--- config.mk ---
export PLATFORM = sky130hd
export DESIGN_NAME = eespfal_phase_sequencer
export DESIGN_NICKNAME = d
export VERILOG_FILES = /design/src/rtl/eespfal_pkg.sv /design/src/rtl/eespfal_phase_timer.sv /design/src/rtl/eespfal_phase_sequencer.sv
export SDC_FILE = /design/constraint.sdc
export NUM_CORES = 1
export LEC_CHECK = 0
export CORE_AREA = 2 2 232 234
export CTS_CLUSTER_DIAMETER = 50
export DETAILED_ROUTE_END_ITERATION = 16
export DIE_AREA = 0 0 234 236
export PLACE_DENSITY = 0.52
export SLEW_MARGIN = 20
export SYNTH_ARGS = -nofsm -noshare
export SYNTH_HDL_FRONTEND = slang
export SYNTH_HIERARCHICAL = 1
export SYNTH_SLANG_ARGS = --single-unit
--- constraint.sdc ---
create_clock -name clk -period 2.1 [get_ports clk]
set_input_delay 0.315 -clock clk [delete_from_list [all_inputs] [get_ports clk]]
set_output_delay 0.315 -clock clk [all_outputs]
set_load 0.05 [all_outputs]
--- src/rtl/eespfal_pkg.sv ---
// Shared types and default sizing for the EESPFAL lane phase sequencer.
package eespfal_pkg;

    localparam int DEF_BIT_SIZE = 64;
    localparam int DEF_PHASES   = 4;
    localparam int DEF_CNT_W    = 8;

    typedef enum logic [2:0] {
        IDLE,
        DISCHARGE,
        LAUNCH,
        EVAL,
        CAPTURE,
        DONE
    } state_e;

endpackage

--- src/rtl/eespfal_phase_timer.sv ---
// Step timer: reloadable (H-1)..0 down-counter that advances a phase index on wrap.
module eespfal_phase_timer
    import eespfal_pkg::*;
#(
    parameter int PHASES = DEF_PHASES,
    parameter int CNT_W  = DEF_CNT_W,
    localparam int IDX_W = $clog2(PHASES)
) (
    input  logic             clk,
    input  logic             rst_n,
    input  logic             load,
    input  logic             en,
    input  logic [CNT_W-1:0] load_val,
    output logic [IDX_W-1:0] phase_idx,
    output logic             step_done,
    output logic             last_step
);

    logic [CNT_W-1:0] cnt_q, cnt_d;
    logic [IDX_W-1:0] idx_q, idx_d;

    assign step_done = en && (cnt_q == '0);
    assign last_step = (idx_q == IDX_W'(PHASES - 1));
    assign phase_idx = idx_q;

    always_comb begin
        // NOTE: every comb output gets a default first so no path can infer a latch.
        cnt_d = cnt_q;
        idx_d = idx_q;
        if (load) begin
            cnt_d = load_val;
            idx_d = '0;
        end else if (step_done) begin
            cnt_d = load_val;
            // Index parks on the last step; the FSM leaves on that step's wrap.
            if (!last_step) idx_d = idx_q + IDX_W'(1);
        end else if (en) begin
            cnt_d = cnt_q - CNT_W'(1);
        end
    end

    // NOTE: sequential state uses non-blocking assignments only, so every flop samples pre-edge values.
    always_ff @(posedge clk) begin
        if (!rst_n) begin
            cnt_q <= '0;
            idx_q <= '0;
        end else begin
            cnt_q <= cnt_d;
            idx_q <= idx_d;
        end
    end

endmodule

--- src/rtl/eespfal_phase_sequencer.sv ---
// Drives one EESPFAL dual-rail lane: discharge, overlapping power-clock phases,
// dual-rail operand launch and result capture with rail-error detection.
module eespfal_phase_sequencer
    import eespfal_pkg::*;
#(
    parameter int BIT_SIZE = DEF_BIT_SIZE,
    parameter int PHASES   = DEF_PHASES,
    parameter int CNT_W    = DEF_CNT_W
) (
    input  logic                clk,
    input  logic                rst_n,
    input  logic                start,
    output logic                ready,
    input  logic [BIT_SIZE-1:0] x_in,
    input  logic [BIT_SIZE-1:0] k_in,
    input  logic [CNT_W-1:0]    hold_cycles,
    input  logic                dis_mode,
    output logic [PHASES-1:0]   clk_ph,
    output logic [PHASES-1:0]   dis_ph,
    output logic                dis_phase,
    output logic [BIT_SIZE-1:0] x,
    output logic [BIT_SIZE-1:0] x_bar,
    output logic [BIT_SIZE-1:0] k,
    output logic [BIT_SIZE-1:0] k_bar,
    input  logic [BIT_SIZE-1:0] s_in,
    input  logic [BIT_SIZE-1:0] s_bar_in,
    output logic [BIT_SIZE-1:0] result,
    output logic                result_valid,
    output logic                rail_err
);

    localparam int IDX_W = $clog2(PHASES);

    state_e              state_q, state_d;
    logic [BIT_SIZE-1:0] x_l_q, x_l_d, k_l_q, k_l_d;
    logic [BIT_SIZE-1:0] result_q, result_d;
    logic                rail_err_q, rail_err_d;
    logic [CNT_W-1:0]    h_m1_q, h_m1_d, h_m1_in, timer_val;
    logic                timer_load, timer_en, step_done, last_step, rails_on;
    logic [IDX_W-1:0]    phase_idx;

    // hold_cycles == 0 behaves as a one-cycle step.
    assign h_m1_in   = (hold_cycles == '0) ? '0 : hold_cycles - CNT_W'(1);
    assign timer_val = (state_q == IDLE) ? h_m1_in : h_m1_q;

    eespfal_phase_timer #(
        .PHASES (PHASES),
        .CNT_W  (CNT_W)
    ) u_timer (
        .clk       (clk),
        .rst_n     (rst_n),
        .load      (timer_load),
        .en        (timer_en),
        .load_val  (timer_val),
        .phase_idx (phase_idx),
        .step_done (step_done),
        .last_step (last_step)
    );

    always_comb begin
        state_d    = state_q;
        x_l_d      = x_l_q;
        k_l_d      = k_l_q;
        h_m1_d     = h_m1_q;
        result_d   = result_q;
        rail_err_d = rail_err_q;
        timer_load = 1'b0;
        timer_en   = 1'b0;
        unique case (state_q)
            IDLE: begin
                timer_load = 1'b1;
                if (start) begin
                    x_l_d   = x_in;
                    k_l_d   = k_in;
                    h_m1_d  = h_m1_in;
                    state_d = dis_mode ? DISCHARGE : LAUNCH;
                end
            end
            DISCHARGE: begin
                timer_en = 1'b1;
                if (step_done) state_d = LAUNCH;
            end
            LAUNCH: begin
                timer_load = 1'b1;
                state_d    = EVAL;
            end
            EVAL: begin
                timer_en = 1'b1;
                if (step_done && last_step) state_d = CAPTURE;
            end
            CAPTURE: begin
                result_d   = s_in;
                rail_err_d = |(~(s_in ^ s_bar_in));
                state_d    = DONE;
            end
            DONE:    state_d = IDLE;
            default: state_d = IDLE;
        endcase
    end

    always_comb begin
        ready        = 1'b0;
        clk_ph       = '0;
        dis_ph       = '1;
        dis_phase    = 1'b0;
        result_valid = 1'b0;
        rails_on     = 1'b0;
        unique case (state_q)
            IDLE:      ready = 1'b1;
            DISCHARGE: dis_phase = 1'b1;
            LAUNCH: begin
                rails_on = 1'b1;
                dis_ph   = '0;
            end
            EVAL: begin
                rails_on = 1'b1;
                // Current phase plus the previous one, so adjacent phases overlap.
                for (int i = 0; i < PHASES; i++) begin
                    clk_ph[i] = (int'(phase_idx) == i) || (int'(phase_idx) == i + 1);
                end
                dis_ph = ~clk_ph;
            end
            CAPTURE: begin
                rails_on           = 1'b1;
                clk_ph[PHASES-1]   = 1'b1;
                dis_ph             = ~clk_ph;
            end
            DONE:    result_valid = 1'b1;
            default: ready = 1'b0;
        endcase
    end

    // Outside an operation the lane sees the null spacer (both rails low).
    assign x        = rails_on ? x_l_q  : '0;
    assign x_bar    = rails_on ? ~x_l_q : '0;
    assign k        = rails_on ? k_l_q  : '0;
    assign k_bar    = rails_on ? ~k_l_q : '0;
    assign result   = result_q;
    assign rail_err = rail_err_q;

    always_ff @(posedge clk) begin
        if (!rst_n) begin
            state_q    <= IDLE;
            x_l_q      <= '0;
            k_l_q      <= '0;
            h_m1_q     <= '0;
            result_q   <= '0;
            rail_err_q <= 1'b0;
        end else begin
            state_q    <= state_d;
            x_l_q      <= x_l_d;
            k_l_q      <= k_l_d;
            h_m1_q     <= h_m1_d;
            result_q   <= result_d;
            rail_err_q <= rail_err_d;
        end
    end

endmodule
Word level (Yosys, flattened, before mapping) --
Index checks and enable logic that the tools add are counted.
Word-level totals: register bits after elaboration 214, input port bits 268, output and inout port bits 332, logic and storage cells 71
Operators by class: $add $sub $neg 3, equality and inequality tests 12, multiplexer cells 23, bitwise operators 7, reductions and logical operators 18
Operators with widths (number):
- 64-bit two-way mux | 4
- 64-bit NOT | 3
- 64-bit OR reduction | 1
- 64-bit bitwise XOR | 1
- 8-bit two-way mux | 5
- 8-bit logical NOT | 2
- 8-bit by 1-bit subtractor with 8-bit output, second input constant | 2
- 3-bit case mux with 5 select lines | 1
- 3-bit two-way mux | 4
- 4-bit case mux with 3 select lines | 1
- 2-bit == test, second input constant | 3
- 3-bit by 2-bit == test with 1-bit output, second input constant | 2
- 3-bit == test, second input constant | 2
- 1-bit two-way mux | 6
- 2-bit != test, second input constant | 3
- 2-bit OR reduction | 3
- 4-bit NOT | 1
- 2-bit AND reduction | 2
- 3-bit by 1-bit == test with 1-bit output, second input constant | 1
- 3-bit logical NOT | 1
- 1-bit logical OR | 3
- 3-bit AND reduction | 1
- 3-bit nonzero test | 1
- 3-bit OR reduction | 1
- 7 further kinds | 9

Depth between registers and ports, before layout --
Gate-level depths: netlist of run 1.
depth after elaboration 7, mapped depth 11, mapped depth without buffers 11

Modules after synthesis --
Netlist of run 1, hierarchy kept.
By module, submodules not included:
- eespfal_phase_sequencer | times used 1, cells an instance 1337, area an instance 10088.4 um^2, sequential area each 4083.9 um^2
- eespfal_phase_timer | times used 1, cells an instance 79, area an instance 663.1 um^2, sequential area each 200.2 um^2

Worst setup path after synthesis of run 1 --
Ideal clock, no wire load.
path type reg-to-output, start reg state_q[1], end out k_bar[23], data arrival time 2.030 ns, data required time 1.785 ns, setup slack -0.245 ns, stages on the path, launching flop included 9, buffers on the path 5, cell sequence dfxtp_1 > buf_6 > nor2b_1 > clkbuf_1 > nor2_1 > buf_2 > buf_2 > buf_2 > nor2_1
On the way: word-level cells in the longest chain between the ends 4, elaborated cells on any way between the ends 6, classes of those cells eq/ne (3); mux (2); reduce/logical (1)
RTL lines:
- start: declaration | line eespfal_phase_sequencer.sv:34 | state_e state_q, state_d;
- start signal: assignment | line eespfal_phase_sequencer.sv:150 | state_q <= state_d;
- 3-bit == test / 3-bit by 2-bit == test with 1-bit output (equally long branches) | line eespfal_phase_sequencer.sv:108 | unique case (state_q)
- 3-bit OR reduction (no source line) (*)
- 1-bit two-way mux (*) | line eespfal_phase_sequencer.sv:108
- 64-bit two-way mux (*) | line eespfal_phase_sequencer.sv:137 | assign k_bar = rails_on ? ~k_l_q : '0;
- end: declaration | line eespfal_phase_sequencer.sv:24 | output logic [BIT_SIZE-1:0] k_bar,
Mark *: on every way between the ends. The rest lies on a longest branch, timed or not.

Worst setup path in the final report of run 1 --
start reg state_q[1], end out x[19]
On the way: word-level cells in the longest chain between the ends 4, elaborated cells on any way between the ends 6, classes of those cells eq/ne (3); mux (2); reduce/logical (1)
RTL lines:
- 3-bit == test / 3-bit by 2-bit == test with 1-bit output (equally long branches) | line eespfal_phase_sequencer.sv:108
- 3-bit OR reduction (no source line) (*)
- 1-bit two-way mux (*) | line eespfal_phase_sequencer.sv:108
- 64-bit two-way mux (*) | line eespfal_phase_sequencer.sv:134 | assign x = rails_on ? x_l_q : '0;
- end: declaration | line eespfal_phase_sequencer.sv:21 | output logic [BIT_SIZE-1:0] x,
Marked as above.

==> flow_metrics.env, run 1 <==
export IMPL_status="complete, but fails checks"
export IMPL_violations="setup timing"
export IMPL_ys_flop_type="dfxtp_1"
export IMPL_hold_path_class="in2reg"
export IMPL_finalSetupTns_ns=-63.94
export IMPL_port_buffers=599
export IMPL_period_minus_slack_ns=2.411
export IMPL_worst_r2r_endpoint="u_timer/cnt_q[4]$_SDFFE_PN0P_"
export IMPL_clock_latency_ns=0.54
export IMPL_rr_startpoint="state_q[1]$_SDFFE_PN0P_"
export IMPL_die_y_microns=236
export IMPL_hp_start="rst_n"
export IMPL_path_class="reg2out"
export IMPL_path_cells="buf_6 > nor3b_4 > nor2_4 > buf_12 > buf_12 > nor2b_2 > buf_12"
export IMPL_routed_wirelength_microns=54260
export IMPL_cts_tree="built"
export IMPL_layout_drive_gt1_share_pct=33.45
export IMPL_path_clk_slew_ns=0.06
export IMPL_antenna_found_initial=8
export IMPL_setup_viol=263
export IMPL_worstPathArrival_ns=2.10
export IMPL_yosysSeqAreaShare_pct=39.85
export IMPL_finalMaxSlewViolations=0
export IMPL_yosysWarnings=6
export IMPL_grt_max_degree=65
export IMPL_routedWlPerCell_microns=19.63
export IMPL_grt_pass1_vias=11970
export IMPL_initial_utilization_pct=20.26
export IMPL_fin_cells=2764
export IMPL_grt_pass1_wl_microns=76760
export IMPL_crit_slowest_cell="dfxtp_2"
export IMPL_ant_nets=0
export IMPL_overflow=0
export IMPL_viasPerCell=4.328
export IMPL_fin_nets=2311
export IMPL_clockBufferDepth=3
export IMPL_die_x_microns=234
export IMPL_rsz0062_at_grt="yes"
export IMPL_total_power_mw=16.31
export IMPL_r2r_slack_ns=-0.06
export IMPL_slew_headroom_pct=59.21
export IMPL_finalCritPeriodShare_pct=114.8
export IMPL_synthToLayoutAreaGrowth_pct=116.5
export IMPL_power_density_nw_per_um2=700.8
export IMPL_critPathCaptureType="output pin"
export IMPL_gp_congestion=0.8336
export IMPL_hold_depth=2
export IMPL_fmax_mhz=414.7
export IMPL_synth_nets=1692
export IMPL_io_pins=600
export IMPL_r2r_cells=8
export IMPL_drt_iter0_drc=297
export IMPL_cp_required_ns=1.78
export IMPL_ir_drop_v=0.0005511
export IMPL_worstHoldEndpoint="state_q[1]$_SDFFE_PN0P_"
export IMPL_core_area_sq_um=53070
export IMPL_leakage_nw=8.498
export IMPL_synth_distinct_cells=53
export IMPL_cts_sinks=214
export IMPL_syn_mean_instance_area_sq_um=7.593
export IMPL_worst_clock_skew_ns=0.02150
export IMPL_numCtsBuffers=39
export IMPL_netlist_instances=1416
export IMPL_crit_top_cell="buf_12"
export IMPL_max_cap_violations=0
export IMPL_synthArstFlopShare_pct=0
export IMPL_placementRows=85
export IMPL_critical_path_max_stage_delay_ns=0.33
export IMPL_grt_use_total_pct=18.55
export IMPL_fin_ws_ns=-0.3115
export IMPL_mostFrequentLayoutCells="416 x nand2_1, 328 x clkdlybuf4s50_1, 221 x buf_12"
export IMPL_dieArea_sq_um=55220
export IMPL_startpoint_type="flip-flop"
export IMPL_tightest_slew_ns=0.6062
export IMPL_hold_violations=0
export IMPL_synth_edf_count=0
export IMPL_cts_root_buf="clkbuf_16"
export IMPL_worst_path_max_fanout=37
export IMPL_drc=0
export IMPL_dpl_cell_count=2670
export IMPL_synth_area_sq_um=10750
export IMPL_htree_levels=2
export IMPL_vias=11960
export IMPL_synth_seq_cells=214
export IMPL_dp_hpwl_microns=39930
export IMPL_first_pass_iters=4
export IMPL_layout_commonest_cell="nand2_1"
-- cells by family (layout without fill, tap and decap cells) --
logic type	after synthesis	after routing	synth area share, %
AO/OA/AOI/OAI	239	239	16.19
AND/OR/NAND/NOR	765	765	31.87
other	0	5	0
flip-flops	214	214	39.85
multiplexers	5	5	0.4655
adder cells (fa/ha/maj)	8	8	0.9310
XOR/XNOR	69	69	5.621
buffers and inverters	116	763	5.074
-- metrics by stage --
step	utilization (%)	cell area, sq um	worst slack (ns)	hold slack, ns
CTS	42.93	22780	-0.3271	0.1677
global placement	38.11	20220	-0.4879	0.4472
global route	43.86	23280	-0.3783	0.1874
detailed placement	38.11	20220	-0.4861	0.4482
finish	43.86	23280	-0.3115	0.1993
floorplan	-	11280	-0.2135	0.4353
-- power by group --
group / total, mW / switching (mW) / internal, mW
sequential: 4.56 / 0.275 / 4.29
clock: 6.57 / 2.37 / 4.20
combinational: 5.18 / 2.76 / 2.43
total: 16.3 / 5.40 / 10.9
-- synthesized netlist by cell type (6+ instances only) --
cell type	instances	area (sq um)
a21boi_0	80	600.6
a21boi_1	116	870.8
a21oi_1	16	80.08
buf_1	6	22.52
buf_2	19	95.09
buf_6	7	78.83
clkbuf_1	68	255.2
dfxtp_1	214	4284
ha_1	8	100.1
inv_1	11	41.29
nand2_1	418	1569
nand4_1	12	75.07
nor2_1	148	555.5
nor2b_1	134	838.3
nor3_1	10	50.05
nor4_1	13	81.33
o21ai_0	8	40.04
xnor2_1	39	341.6
xor2_1	30	262.8
-- routing by layer --
layer,vias up,wire length (microns),global-route usage (%),part of all wire [%]
li1,5829,-,-,-
met1,5585,20140,19.83,37
met2,471,28070,33.63,52
met3,78,4491,6.298,8.3
met4,0,1557,6.348,2.9
met5,-,0,0,0
-- how the worst max path moves through the flow --
stage | end | startpoint | cells after the start | slack, ns
after CTS | x[63] | state_q[1]$_SDFFE_PN0P_ | 7 | -0.33
after detailed placement | u_timer/cnt_q[7]$_SDFFE_PN0P_ | hold_cycles[4] | 8 | -0.49
after floorplan | k[0] | state_q[1]$_SDFFE_PN0P_ | 7 | -0.21
final | x[19] | state_q[1]$_SDFFE_PN0P_ | 7 | -0.31
after global routing | x[63] | state_q[1]$_SDFFE_PN0P_ | 7 | -0.38
after global placement | u_timer/cnt_q[7]$_SDFFE_PN0P_ | hold_cycles[4] | 8 | -0.49
-- final cells by class --
type                    instances  area [sq um]
fillers                      5113         29790
diodes                          5         12.51
multi-input cells            1086          7418
repair buffers                681          9306
flip-flops and latches        214          4285
well taps                     696         870.8
clock inverters                25         299.0
clock buffers                  44          1035
inverters                      13         51.30
-- worst max-delay path, delay by kind of cell, from the launching register on --
family        cells  cell delay [ns]
buf+inv           4             0.65
flops             1             0.33
simple gates      3             0.53
-- registers in the layout, summed over array words and instances (netlist names) --
signal / count
rail_err: 1
x_l_q: 64
u_timer/cnt_q: 8
state_q: 3
h_m1_q: 8
result: 64
k_l_q: 64
u_timer/phase_idx: 2
-- repair_timing --
action | 4_1_cts | 5_1_grt
resized for setup | 266 | 71
hold buffers | 0 | 0
gates cloned | 9 | 7
setup buffers | 4 | 1
pin swaps | 2 | 1
endpoints found under the setup margin | 269 | 280
(Power assumes the default switching activity.)
==> inputs of run 2 (changes only) <==
Settings changed: SETUP_SLACK_MARGIN from default to 0.2.
==> flow_metrics.env, run 2 (synthesized netlist as in run 1, its figures left out) <==
export IMPL_critPathCaptureType="output pin"
export IMPL_ant_nets=0
export IMPL_cp_required_ns=1.78
export IMPL_use_met1_pct=19.88
export IMPL_antenna_found_initial=17
export IMPL_path_clk_slew_ns=0.05
export IMPL_tightest_slew_ns=0.5878
export IMPL_routed_wirelength_microns=57360
export IMPL_whs_ns=0.2384
export IMPL_finalCritPeriodShare_pct=112.9
export IMPL_placementRows=85
export IMPL_violations="setup timing"
export IMPL_core_area_sq_um=53070
export IMPL_max_cap_violations=0
export IMPL_fin_util_pct=46.56
export IMPL_grt_pass1_vias=12150
export IMPL_hold_violations=0
export IMPL_power_frac_clock_pct=36.6
export IMPL_cts_tree="built"
export IMPL_synthToLayoutAreaGrowth_pct=129.8
export IMPL_power_switching_share_pct=33.67
export IMPL_placed_area_sq_um=21080
export IMPL_hold_path_class="in2reg"
export IMPL_drt_iter0_drc=493
export IMPL_overflow=0
export IMPL_worst_clock_skew_ns=0.01267
export IMPL_path_class="reg2out"
export IMPL_grt_use_total_pct=19.15
export IMPL_vias=12260
export IMPL_nFillCells=4933
export IMPL_power_density_nw_per_um2=653.9
export IMPL_ir_drop_v=0.0004728
export IMPL_final_area_sq_um=24710
export IMPL_cts_hold_buf=0
export IMPL_grtUsageMet3_pct=7.302
export IMPL_fin_nets=2342
export IMPL_period_minus_slack_ns=2.370
export IMPL_setup_viol=257
export IMPL_layout_commonest_cell="nand2_1"
export IMPL_dieArea_sq_um=55220
export IMPL_worstPathArrival_ns=2.06
export IMPL_viasPerCell=4.390
export IMPL_first_pass_iters=6
export IMPL_dp_hpwl_microns=41210
export IMPL_r2r_cells=8
export IMPL_gp_congestion=0.8446
export IMPL_finalMaxSlewViolations=0
export IMPL_numCtsBuffers=39
export IMPL_cts_root_buf="clkbuf_16"
export IMPL_startpoint_type="flip-flop"
export IMPL_power_frac_comb_pct=35.0
export IMPL_port_buffers=599
export IMPL_clock_latency_ns=0.54
export IMPL_routedWlPerCell_microns=20.54
export IMPL_cts_sinks=214
export IMPL_grt_max_degree=90
export IMPL_io_pins=600
export IMPL_layout_drive_gt1_share_pct=35.44
export IMPL_p_sw_mw=5.440
export IMPL_grtUsageMet2_pct=35.61
export IMPL_grt_pass1_wl_microns=79130
export IMPL_pwr_share_seq_pct=28.4
export IMPL_slew_headroom_pct=60.75
export IMPL_worst_path_max_fanout=8
export IMPL_status="complete, but fails checks"
export IMPL_mostFrequentLayoutCells="414 x nand2_1, 301 x clkdlybuf4s50_1, 258 x buf_12"
export IMPL_leakage_nw=9.377
export IMPL_grt_busiest_layer="met2"
export IMPL_clockBufferDepth=3
export IMPL_internal_power_mw=10.72
export IMPL_rsz0062_at_grt="yes"
export IMPL_hold_depth=2
export IMPL_initial_utilization_pct=20.26
export IMPL_fmax_mhz=421.9
export IMPL_drc=0
export IMPL_die_y_microns=236
export IMPL_die_x_microns=234
export IMPL_htree_levels=2
export IMPL_fin_ws_ns=-0.2705
## run 2: cell count changes in the layout (fill, tap and decap cells not counted), sizes merged
cell / previous run / this run
dlymetal6s2s: 0 / 28
clkdlybuf4s50: 328 / 301
buf: 347 / 370
clkbuf: 49 / 61
inv: 19 / 13
clkinvlp: 2 / 7
bufinv: 5 / 1
clkinv: 12 / 9
## run 2: critical path, cell delays in order, from the launching register on
cell and delay [ns]:
dfxtp_4 0.36, nor3b_4 0.25, nor2_4 0.08, buf_12 0.15
buf_16 0.16, buf_16 0.15, nor2b_1 0.18, buf_6 0.19
## run 2: power groups by stage
stage | combinational (mW) | sequential, mW | clock (mW)
CTS | 5.37 | 4.58 | 6.08
global route | 5.93 | 4.62 | 6.26
floorplan | 2.54 | 4.56 | 0
global placement | 4.88 | 4.63 | 0
finish | 5.66 | 4.59 | 5.91
detailed placement | 4.91 | 4.64 | 0
## run 2: through the flow
step / setup TNS (ns) / power, mW / worst slack [ns] / instances
final: -45.47 / 16.16 / -0.2705 / 2792
after global routing: -72.09 / 16.81 / -0.3840 / 2791
after CTS: -62.71 / 16.03 / -0.3098 / 2755
after detailed placement: -3.867 / 9.544 / -0.4053 / 2672
after global placement: -3.021 / 9.501 / -0.3747 / 2672
after floorplan: -18.62 / 7.103 / -0.1678 / 1416
## run 2: final timing paths
| check | from | to | slack (ns) |
|---|---|---|---|
| worst min-delay path | rst_n | result[58]$_SDFFE_PN0P_ | 0.24 |
| worst max register to register | state_q[2]$_SDFFE_PN0P_ | x_l_q[36]$_SDFFE_PN0P_ | 0.07 |
| worst min register to register | result[61]$_SDFFE_PN0P_ | result[61]$_SDFFE_PN0P_ | 0.46 |
| worst max-delay path | state_q[1]$_SDFFE_PN0P_ | k[44] | -0.27 |
## run 2: cell type report
| class | count | area (sq um) | share of cell area [%] |
|---|---|---|---|
| timing repair buffer | 712 | 10280 | 41.60 |
| clock inverter | 17 | 135.1 | 0.5469 |
| antenna | 5 | 12.51 | 0.05064 |
| tap | 696 | 870.8 | 3.524 |
| clock buffer | 49 | 1064 | 4.304 |
| inverter | 13 | 53.80 | 0.2177 |
| sequential | 214 | 4303 | 17.41 |
| multi-input combinational | 1086 | 7990 | 32.34 |
## run 2: metal layers
metal | up-vias | routed length (microns) | share of wire (%)
li1 | 5895 | - | -
met1 | 5736 | 20200 | 35
met2 | 524 | 30020 | 52
met3 | 101 | 5433 | 9.5
met4 | 0 | 1711 | 3.0
met5 | - | 0 | 0
## run 2: timing repair
action	4_1_cts	5_1_grt
pin swaps	3	16
endpoints found under the setup margin	350	473
gates cloned	10	13
gates resized for setup	269	155
setup buffers	7	19
